<file path="config.mk">
export PLATFORM = sky130hd
export DESIGN_NAME = ncc_disparity_search
export DESIGN_NICKNAME = d
export VERILOG_FILES = /design/src/rtl/ncc_disparity_search.sv
export SDC_FILE = /design/constraint.sdc
export NUM_CORES = 1
export LEC_CHECK = 0
export CAP_MARGIN = 20
export CELL_PAD_IN_SITES_DETAIL_PLACEMENT = 0
export CELL_PAD_IN_SITES_GLOBAL_PLACEMENT = 2
export CORE_ASPECT_RATIO = 1.5
export CORE_MARGIN = 2
export CORE_UTILIZATION = 39
export DETAILED_ROUTE_END_ITERATION = 12
export HOLD_SLACK_MARGIN = 0.15
export PLACE_DENSITY = 0.82
export SLEW_MARGIN = 30
export SYNTH_ARGS = -nofsm -noshare
export SYNTH_HDL_FRONTEND = slang
export SYNTH_SLANG_ARGS = --single-unit
export TNS_END_PERCENT = 50
</file>
<file path="constraint.sdc">
create_clock -name clk -period 11.35 [get_ports clk]
set_input_delay 1.135 -clock clk [delete_from_list [all_inputs] [get_ports clk]]
set_output_delay 1.135 -clock clk [all_outputs]
set_load 0.05 [all_outputs]
</file>
<file path="src/rtl/ncc_disparity_search.sv">
// ncc_disparity_search
//   Window correlation search over NUM_CH candidate disparities. Accumulates
//   sum(f), sum(f^2) and per-channel sum(g), sum(g^2), sum(f*g) over WIN_LEN
//   valid samples. It then scans the channels one per cycle, scoring each as
//   WIN_LEN*sum(fg) - sum(f)*sum(g), and reports the best channel.
//
// Ports
//   clk, rst     rising-edge clock, synchronous active-high reset
//   startsig     one-cycle pulse that opens a new window (accepted in IDLE only)
//   startplace   disparity of channel 0, captured with startsig
//   valid        fdata/gdata carry a sample this cycle
//   fdata        left-image sample
//   gdata        right-image samples, channel k at [k*DATA_W +: DATA_W]
//   busy         high from the cycle after an accepted start through done
//   done         one-cycle pulse, best_place/best_score valid
//   best_place   startplace + best channel index (mod 2^PLACE_W)
//   best_score   signed score of the best channel
module ncc_disparity_search #(
  parameter int DATA_W  = 3,
  parameter int NUM_CH  = 4,
  parameter int WIN_LEN = 64,
  parameter int PLACE_W = 8,
  localparam int CNT_W   = $clog2(WIN_LEN + 1),
  localparam int SUM_W   = DATA_W + CNT_W,
  localparam int SUM2_W  = 2 * DATA_W + CNT_W,
  localparam int SCORE_W = 2 * SUM2_W + 1
) (
  input  logic                       clk,
  input  logic                       rst,
  input  logic                       startsig,
  input  logic [PLACE_W-1:0]         startplace,
  input  logic                       valid,
  input  logic [DATA_W-1:0]          fdata,
  input  logic [NUM_CH*DATA_W-1:0]   gdata,
  output logic                       busy,
  output logic                       done,
  output logic [PLACE_W-1:0]         best_place,
  output logic signed [SCORE_W-1:0]  best_score
);

  localparam int CH_W   = (NUM_CH > 1) ? $clog2(NUM_CH) : 1;
  localparam int PROD_W = 2 * DATA_W;

  typedef enum logic [1:0] {IDLE, ACC, EVAL, DONE} state_e;

  state_e                     state_q, state_d;
  logic [CNT_W-1:0]           cnt_q, cnt_d;
  logic [CH_W-1:0]            ch_q, ch_d;
  logic [PLACE_W-1:0]         place_q, place_d;
  logic [SUM_W-1:0]           sum_f_q, sum_f_d;
  logic [SUM2_W-1:0]          sum_f2_q, sum_f2_d;
  logic [SUM_W-1:0]           sum_g_q  [NUM_CH];
  logic [SUM_W-1:0]           sum_g_d  [NUM_CH];
  logic [SUM2_W-1:0]          sum_g2_q [NUM_CH];
  logic [SUM2_W-1:0]          sum_g2_d [NUM_CH];
  logic [SUM2_W-1:0]          sum_fg_q [NUM_CH];
  logic [SUM2_W-1:0]          sum_fg_d [NUM_CH];
  logic [CH_W-1:0]            best_idx_q, best_idx_d;
  logic signed [SCORE_W-1:0]  best_run_q, best_run_d;
  logic [PLACE_W-1:0]         best_place_q, best_place_d;
  logic signed [SCORE_W-1:0]  best_score_q, best_score_d;

  // Per-sample products used during accumulation
  logic [DATA_W-1:0]          g_k     [NUM_CH];
  logic [PROD_W-1:0]          prod_fg [NUM_CH];
  logic [PROD_W-1:0]          prod_gg [NUM_CH];
  logic [PROD_W-1:0]          prod_ff;

  // Shared scoring datapath for the channel selected by ch_q
  logic [SUM_W-1:0]           sel_g;
  logic [SUM2_W-1:0]          sel_fg;
  logic signed [SCORE_W-1:0]  n_fg, f_g, score;
  logic                       take_new;
  logic [CH_W-1:0]            win_idx;
  logic signed [SCORE_W-1:0]  win_score;

  always_comb begin
    prod_ff = {{DATA_W{1'b0}}, fdata} * {{DATA_W{1'b0}}, fdata};
    for (int unsigned k = 0; k < NUM_CH; k++) begin
      g_k[k]     = gdata[k*DATA_W +: DATA_W];
      prod_fg[k] = {{DATA_W{1'b0}}, fdata}  * {{DATA_W{1'b0}}, g_k[k]};
      prod_gg[k] = {{DATA_W{1'b0}}, g_k[k]} * {{DATA_W{1'b0}}, g_k[k]};
    end
  end

  always_comb begin
    sel_g     = sum_g_q[ch_q];
    sel_fg    = sum_fg_q[ch_q];
    n_fg      = $signed(SCORE_W'(WIN_LEN)) * $signed(SCORE_W'(sel_fg));
    f_g       = $signed(SCORE_W'(sum_f_q)) * $signed(SCORE_W'(sel_g));
    score     = n_fg - f_g;
    // Strict greater-than keeps the lower index on ties; channel 0 seeds.
    take_new  = (ch_q == '0) || (score > best_run_q);
    win_idx   = take_new ? ch_q  : best_idx_q;
    win_score = take_new ? score : best_run_q;
  end

  always_comb begin
    state_d      = state_q;
    cnt_d        = cnt_q;
    ch_d         = ch_q;
    place_d      = place_q;
    sum_f_d      = sum_f_q;
    sum_f2_d     = sum_f2_q;
    sum_g_d      = sum_g_q;
    sum_g2_d     = sum_g2_q;
    sum_fg_d     = sum_fg_q;
    best_idx_d   = best_idx_q;
    best_run_d   = best_run_q;
    best_place_d = best_place_q;
    best_score_d = best_score_q;

    unique case (state_q)
      IDLE: begin
        if (startsig) begin
          cnt_d    = '0;
          ch_d     = '0;
          place_d  = startplace;
          sum_f_d  = '0;
          sum_f2_d = '0;
          for (int unsigned k = 0; k < NUM_CH; k++) begin
            sum_g_d[k]  = '0;
            sum_g2_d[k] = '0;
            sum_fg_d[k] = '0;
          end
          state_d  = ACC;
        end
      end
      ACC: begin
        if (valid) begin
          sum_f_d  = sum_f_q + SUM_W'(fdata);
          sum_f2_d = sum_f2_q + SUM2_W'(prod_ff);
          for (int unsigned k = 0; k < NUM_CH; k++) begin
            sum_g_d[k]  = sum_g_q[k]  + SUM_W'(g_k[k]);
            sum_g2_d[k] = sum_g2_q[k] + SUM2_W'(prod_gg[k]);
            sum_fg_d[k] = sum_fg_q[k] + SUM2_W'(prod_fg[k]);
          end
          cnt_d = cnt_q + 1'b1;
          if (cnt_q == CNT_W'(WIN_LEN - 1)) begin
            ch_d    = '0;
            state_d = EVAL;
          end
        end
      end
      EVAL: begin
        best_idx_d = win_idx;
        best_run_d = win_score;
        ch_d       = ch_q + 1'b1;
        // Outputs load on the edge leaving the last channel so they are
        // already valid during the done cycle.
        if (ch_q == CH_W'(NUM_CH - 1)) begin
          best_place_d = place_q + PLACE_W'(win_idx);
          best_score_d = win_score;
          ch_d         = '0;
          state_d      = DONE;
        end
      end
      DONE: begin
        state_d = IDLE;
      end
    endcase
  end

  always_ff @(posedge clk) begin
    if (rst) begin
      state_q      <= IDLE;
      cnt_q        <= '0;
      ch_q         <= '0;
      place_q      <= '0;
      sum_f_q      <= '0;
      sum_f2_q     <= '0;
      sum_g_q      <= '{default: '0};
      sum_g2_q     <= '{default: '0};
      sum_fg_q     <= '{default: '0};
      best_idx_q   <= '0;
      best_run_q   <= '0;
      best_place_q <= '0;
      best_score_q <= '0;
    end else begin
      state_q      <= state_d;
      cnt_q        <= cnt_d;
      ch_q         <= ch_d;
      place_q      <= place_d;
      sum_f_q      <= sum_f_d;
      sum_f2_q     <= sum_f2_d;
      sum_g_q      <= sum_g_d;
      sum_g2_q     <= sum_g2_d;
      sum_fg_q     <= sum_fg_d;
      best_idx_q   <= best_idx_d;
      best_run_q   <= best_run_d;
      best_place_q <= best_place_d;
      best_score_q <= best_score_d;
    end
  end

  assign busy       = (state_q != IDLE);
  assign done       = (state_q == DONE);
  assign best_place = best_place_q;
  assign best_score = best_score_q;

endmodule

</file>
==> flow_summary.ini, run 1 <==
[yosys]
syn_avg_cell_area_um2 = 8.768
synth_top_area_share = 0.2562
synthTopCellsByArea = dfxtp_1 (26%), fa_1 (14%), ha_1 (12%)
ys_warn_count = 0
synthCells = 1649
synth_enable_flop_cells = 0
syn-num-nets = 1923
yosysTopAreaCell = dfxtp_1
yosysSeqAreaShare = 0.2562
synth_flop_cell = dfxtp_1
ys_types = 60
async_reset_ff_frac = 0
ys_top_cells_by_count = inv_1 (212), dfxtp_1 (185), nor2_1 (163)
synth.most_common_cell = inv_1
ys_ff_latch = 185
synth_area_um2 = 14460

[clock_tree]
cts_root_buffer = clkbuf_16
cts_tree = yes
post-cts-setup-buffers = 0
hold_buffers = 0
cts_made_buffers = 17
clk_pin_slew_ns = 0.08
cts_resized = 0
cts_max_path_buffers = 2
cts.sinks = 185
clock_latency_ns = 0.47
htree_levels = 4

[timing]
max_freq_mhz = 108.8
slew_headroom = 0.3661
clock_skew_ns = 0.01934
fin_tns_setup_ns = 0
fin_crit_sh = 0.8095
rsz0062_at_grt = false
finalHoldViolations = 0
period_minus_slack_ns = 9.188
tightest_slew_ns = 0.9485
slew_violations = 0
setup_viol = 0
hold_ws_ns = 0.4519

[route]
met1_length_um = 14950
wl_met3_um = 519
dr.pass1.iters = 4
drtIter0Drc = 451
num_vias = 11142
routed_wl_um = 35620
routed.top_layer = met4
wl_per_cell_um = 16.44
wl_met2_um = 19360
drt-vias-per-instance = 5.142
route.detailed.drc = 0
antenna_left = 0

[worst_hold_path]
hold_class = flop to flop
holdPathStages = 2

[job]
drv_cap = 0

[grt]
grt_pass1_wl_um = 59750
grt-ovfl-total = 0
grt_pass1_vias = 11689
grt_usage = 0.1946
antenna_found_initial = 0
grt_max_degree = 71

[layout]
drive_above_1_share = 0.04694
stdcell_area_um2 = 16090
areaGrowthSynthToFinish_pct = 11.27
nNetsFinal = 1944
multi_input_area_um2 = 9702
fillerInstances = 3645
diodes = 0
regArea_um2 = 3707
final_util = 0.4384

[setup_path]
critPathMaxFanout = 28
worst_setup_path_start_kind = flop
arrival_ns = 9.50
r2r_cells = 30
crit_top_cell = fa_1
cp.required_ns = 11.66
slowest_delay_ns = 0.72
path_class = flop to flop
endpoint_kind = flop
cp_slowest_cell = dfxtp_4

[pwr]
p_per_area_nw_per_um2 = 134.5
p_leak_nw = 6.550
power.total_mw = 2.164
ir_worst_vdd_mv = 0.1248

[die]
design.portCount = 64
core_um2 = 36690
dieArea_um2 = 38660
rows = 86
fp.dieW_um = 161.2
initial_core_util = 0.3940
fp.dieH_um = 239.8

[placement]
dpl.hpwl_um = 27750
io_buffers = 63
place_congestion = 0.7883
dpl-instance-area_um2 = 15480

[run_status]
status = completed
[worst paths after layout]
| kind | slack (ns) | to | start |
|---|---|---|---|
| setup / recovery | 2.16 | best_place[7] | ch_q[0] |
| hold / removal | 0.45 | best_score[13] | best_score[13] |
| setup reg to reg | 2.16 | best_place[7] | ch_q[0] |
| hold reg to reg | 0.45 | best_score[13] | best_score[13] |
[cell type report]
type	instances	area share
tap	484	0.03764
multi-input combinational	1185	0.6031
inverter	212	0.04947
sequential	185	0.2305
timing repair buffer	69	0.04184
clock buffer	17	0.02644
clock inverter	15	0.01104
[where the power goes]
group	leakage, nW	switching, mW	internal (mW)
logic	4.77	0.506	0.306
clock network	0.290	0.317	0.298
registers	1.49	0.0478	0.689
total	6.55	0.870	1.29
[layout by cell type, fill, tap and decap left out, drive strengths merged, types with 3 or more instances in the layout]
cell type / count
inv: 218
dfxtp: 185
nor2: 164
ha: 143
nand2: 139
fa: 104
a21oi: 89
and2: 77
clkdlybuf4s50: 62
o21ai: 52
nand3: 46
xor2: 45
xnor2: 36
mux2i: 34
a22oi: 30
nor3: 29
a211oi: 24
mux4: 23
or3: 21
a21o: 19
clkbuf: 17
nand4: 15
and3: 12
nand4b: 9
o211ai: 8
nor2b: 8
clkinv: 8
buf: 7
o21a: 6
nand2b: 6
o211a: 5
a21boi: 5
a211o: 4
nor4bb: 4
nor3b: 3
o21bai: 3
[sequential cells by signal, indices dropped and copies added (netlist names)]
name	cells
sum_f_q	10
cnt_q	7
sum_fg_q	52
best_idx_q	2
sum_g_q	40
place_q	8
ch_q	2
best_place	8
best_score	27
state_q	2
best_run_q	27
[cells by family after synthesis]
group,Yosys count,share of synthesized area
AND/OR/NAND/NOR,543,0.1817
buffers and inverters,279,0.07443
AO/OA/AOI/OAI,257,0.1116
adder cells (fa/ha/maj),247,0.2678
flip-flops,185,0.2562
XOR/XNOR,81,0.04907
multiplexers,57,0.05937
[per-stage QoR]
step / std cells / setup slack [ns]
detailed placement: 2135 / 2.152
global placement: 2135 / 1.999
CTS: 2167 / 2.109
finish: 2167 / 2.162
floorplan: 1649 / 2.389
global route: 2167 / 1.433
[layer usage]
metal  track usage  vias to the layer above
li1              -                     5549
met1        0.2204                     5424
met2        0.3769                      122
met3       0.01784                       47
met4       0.06764                        0
met5             0                        -
[critical path, delay by kind of cell, from the launching register on]
family                   cells  cell delay (ns)
adder cells (fa/ha/maj)      8             3.53
AO/OA/AOI/OAI                9             2.44
AND/OR/NAND/NOR              8             1.36
flip-flops                   1             0.72
multiplexers                 1             0.69
XOR/XNOR                     1             0.15
buffers and inverters        3             0.14
Note: power is estimated with default switching activity, not from simulation.
==> run 2: changes to the inputs <==
==> constraint.sdc (replaced) <==
create_clock -name clk -period 9.2 [get_ports clk]
set_input_delay 0.92 -clock clk [delete_from_list [all_inputs] [get_ports clk]]
set_output_delay 0.92 -clock clk [all_outputs]
set_load 0.05 [all_outputs]
==> flow_summary.ini, run 2 (same netlist as run 1, synthesis figures left out) <==
[run_status]
status = completed

[clock_tree]
cts_max_path_buffers = 2
clk_pin_slew_ns = 0.08
cts_root_buffer = clkbuf_16
cts_tree = yes
post-cts-setup-buffers = 0
htree_levels = 4
cts_made_buffers = 17
clock_latency_ns = 0.46
cts.sinks = 185

[timing]
hold_ws_ns = 0.4495
max_freq_mhz = 117.1
slew_violations = 0
setup_viol = 0
clock_skew_ns = 0.01589
fin_crit_sh = 0.9283
slew_headroom = 0.3948
finalHoldViolations = 0
tightest_slew_ns = 0.9078
rsz0062_at_grt = false
period_minus_slack_ns = 8.541
fin_tns_setup_ns = 0

[layout]
diodes = 0
fillerInstances = 3655
regArea_um2 = 3707
stdcell_area_um2 = 16100
largest_reg_flops = 52
nNetsFinal = 1949
areaGrowthSynthToFinish_pct = 11.37
drive_above_1_share = 0.04976
final_common_cell = inv_1
multi_input_area_um2 = 9702
largestRegisters = sum_fg_q x52, sum_g_q x40
largest-register = sum_fg_q
layout_common_cells = inv_1 (212), dfxtp_1 (184), nor2_1 (161), ha_1 (143), nand2_1 (139)

[grt]
grt_max_degree = 69
antenna_found_initial = 0
grt_pass1_wl_um = 58310
grt_pass1_vias = 11568
grt_usage = 0.1917
grt-ovfl-total = 0

[die]
core_um2 = 36690
rows = 86
fp.dieW_um = 161.2
dieArea_um2 = 38660
fp.dieH_um = 239.8
initial_core_util = 0.3940
design.portCount = 64

[pwr]
power.total_mw = 2.657
ir_worst_vdd_mv = 0.1363
p_leak_nw = 6.566
p_per_area_nw_per_um2 = 165.0

[setup_path]
cp.required_ns = 9.50
r2r_end = best_place[7]
r2r-start = ch_q[0]
slowest_delay_ns = 0.64
ff2ff_setup_slack_ns = 0.66
cp_slowest_cell = mux4_2
r2r_cells = 32
crit_top_cell = fa_1
path_class = flop to flop
critPathMaxFanout = 10
worst_setup_path_start_kind = flop
arrival_ns = 8.84
endpoint_kind = flop

[route]
dr.pass1.iters = 4
routed_wl_um = 35100
drtIter0Drc = 444
route.detailed.drc = 0
wl_per_cell_um = 16.16
antenna_left = 0
drt-vias-per-instance = 5.146
num_vias = 11178

[placement]
place_congestion = 0.8540
io_buffers = 63
dpl.hpwl_um = 27470
dpl-instance-area_um2 = 15520

[worst_hold_path]
hold_end = best_score[13]
worstHoldStart = best_score[13]
holdPathStages = 2
hold_class = flop to flop

[job]
drv_cap = 0
[run 2: changes by cell type in the layout (fill, tap and decap cells not counted)]
cell | before | now
clkinv_4 | 3 | 2
buf_4 | 7 | 12
inv_6 | 2 | 4
clkinv_2 | 0 | 1
inv_8 | 4 | 3
clkinv_8 | 5 | 3
clkinvlp_4 | 1 | 2
[run 2: worst max-delay path by stage]
stage | to | cells after the start | from | slack, ns
after floorplan | best_place[7] | 38 | ch_q[0] | 0.24
after global placement | best_place[7] | 32 | ch_q[0] | 0.64
after detailed placement | best_place[7] | 32 | ch_q[0] | 0.55
after CTS | best_place[7] | 32 | ch_q[0] | 0.51
after global routing | best_place[7] | 33 | ch_q[1] | 0.02
final | best_place[7] | 32 | ch_q[0] | 0.66
[run 2: power breakdown]
group	internal (mW)	switching [mW]
combinational	0.384	0.628
clock	0.362	0.382
sequential	0.850	0.0511
total	1.60	1.06
[run 2: metal layers]
| layer | vias to the layer above | track usage | wire (um) |
|---|---|---|---|
| met5 | - | 0 | 0 |
| met4 | 0 | 0.07278 | 1042 |
| met1 | 5448 | 0.2129 | 14540 |
| met3 | 50 | 0.03065 | 855 |
| li1 | 5550 | - | - |
| met2 | 130 | 0.3635 | 18660 |
[run 2: stage by stage]
step | util | worst slack, ns | instances
floorplan | - | 0.2394 | 1649
global placement | 0.4229 | 0.6378 | 2140
detailed placement | 0.4229 | 0.5523 | 2140
CTS | 0.4387 | 0.5071 | 2172
global route | 0.4388 | 0.01831 | 2172
finish | 0.4388 | 0.6593 | 2172
[run 2: critical path: cells and delay by family, from the launching register on]
family / cells / cell delay, ns
AOI/OAI and AO/OA: 9 / 1.83
DFF: 1 / 0.46
xor gates and xnor gates: 2 / 0.41
muxes: 1 / 0.64
and+or+nand+nor: 8 / 1.27
buffers and inverters: 4 / 0.22
adders and majority gates: 8 / 3.56
[run 2: what timing repair did]
action,CTS,global route
setup endpoints to repair,0,2
hold buffers,0,0
gates resized for setup,0,1
[run 2: layout make-up]
type	count	area share
multi-input cells	1185	0.6025
flip-flops and latches	185	0.2302
inverters	212	0.04942
repair buffers	74	0.04414
well taps	484	0.03761
clock buffers	17	0.02642
clock inverters	15	0.009636
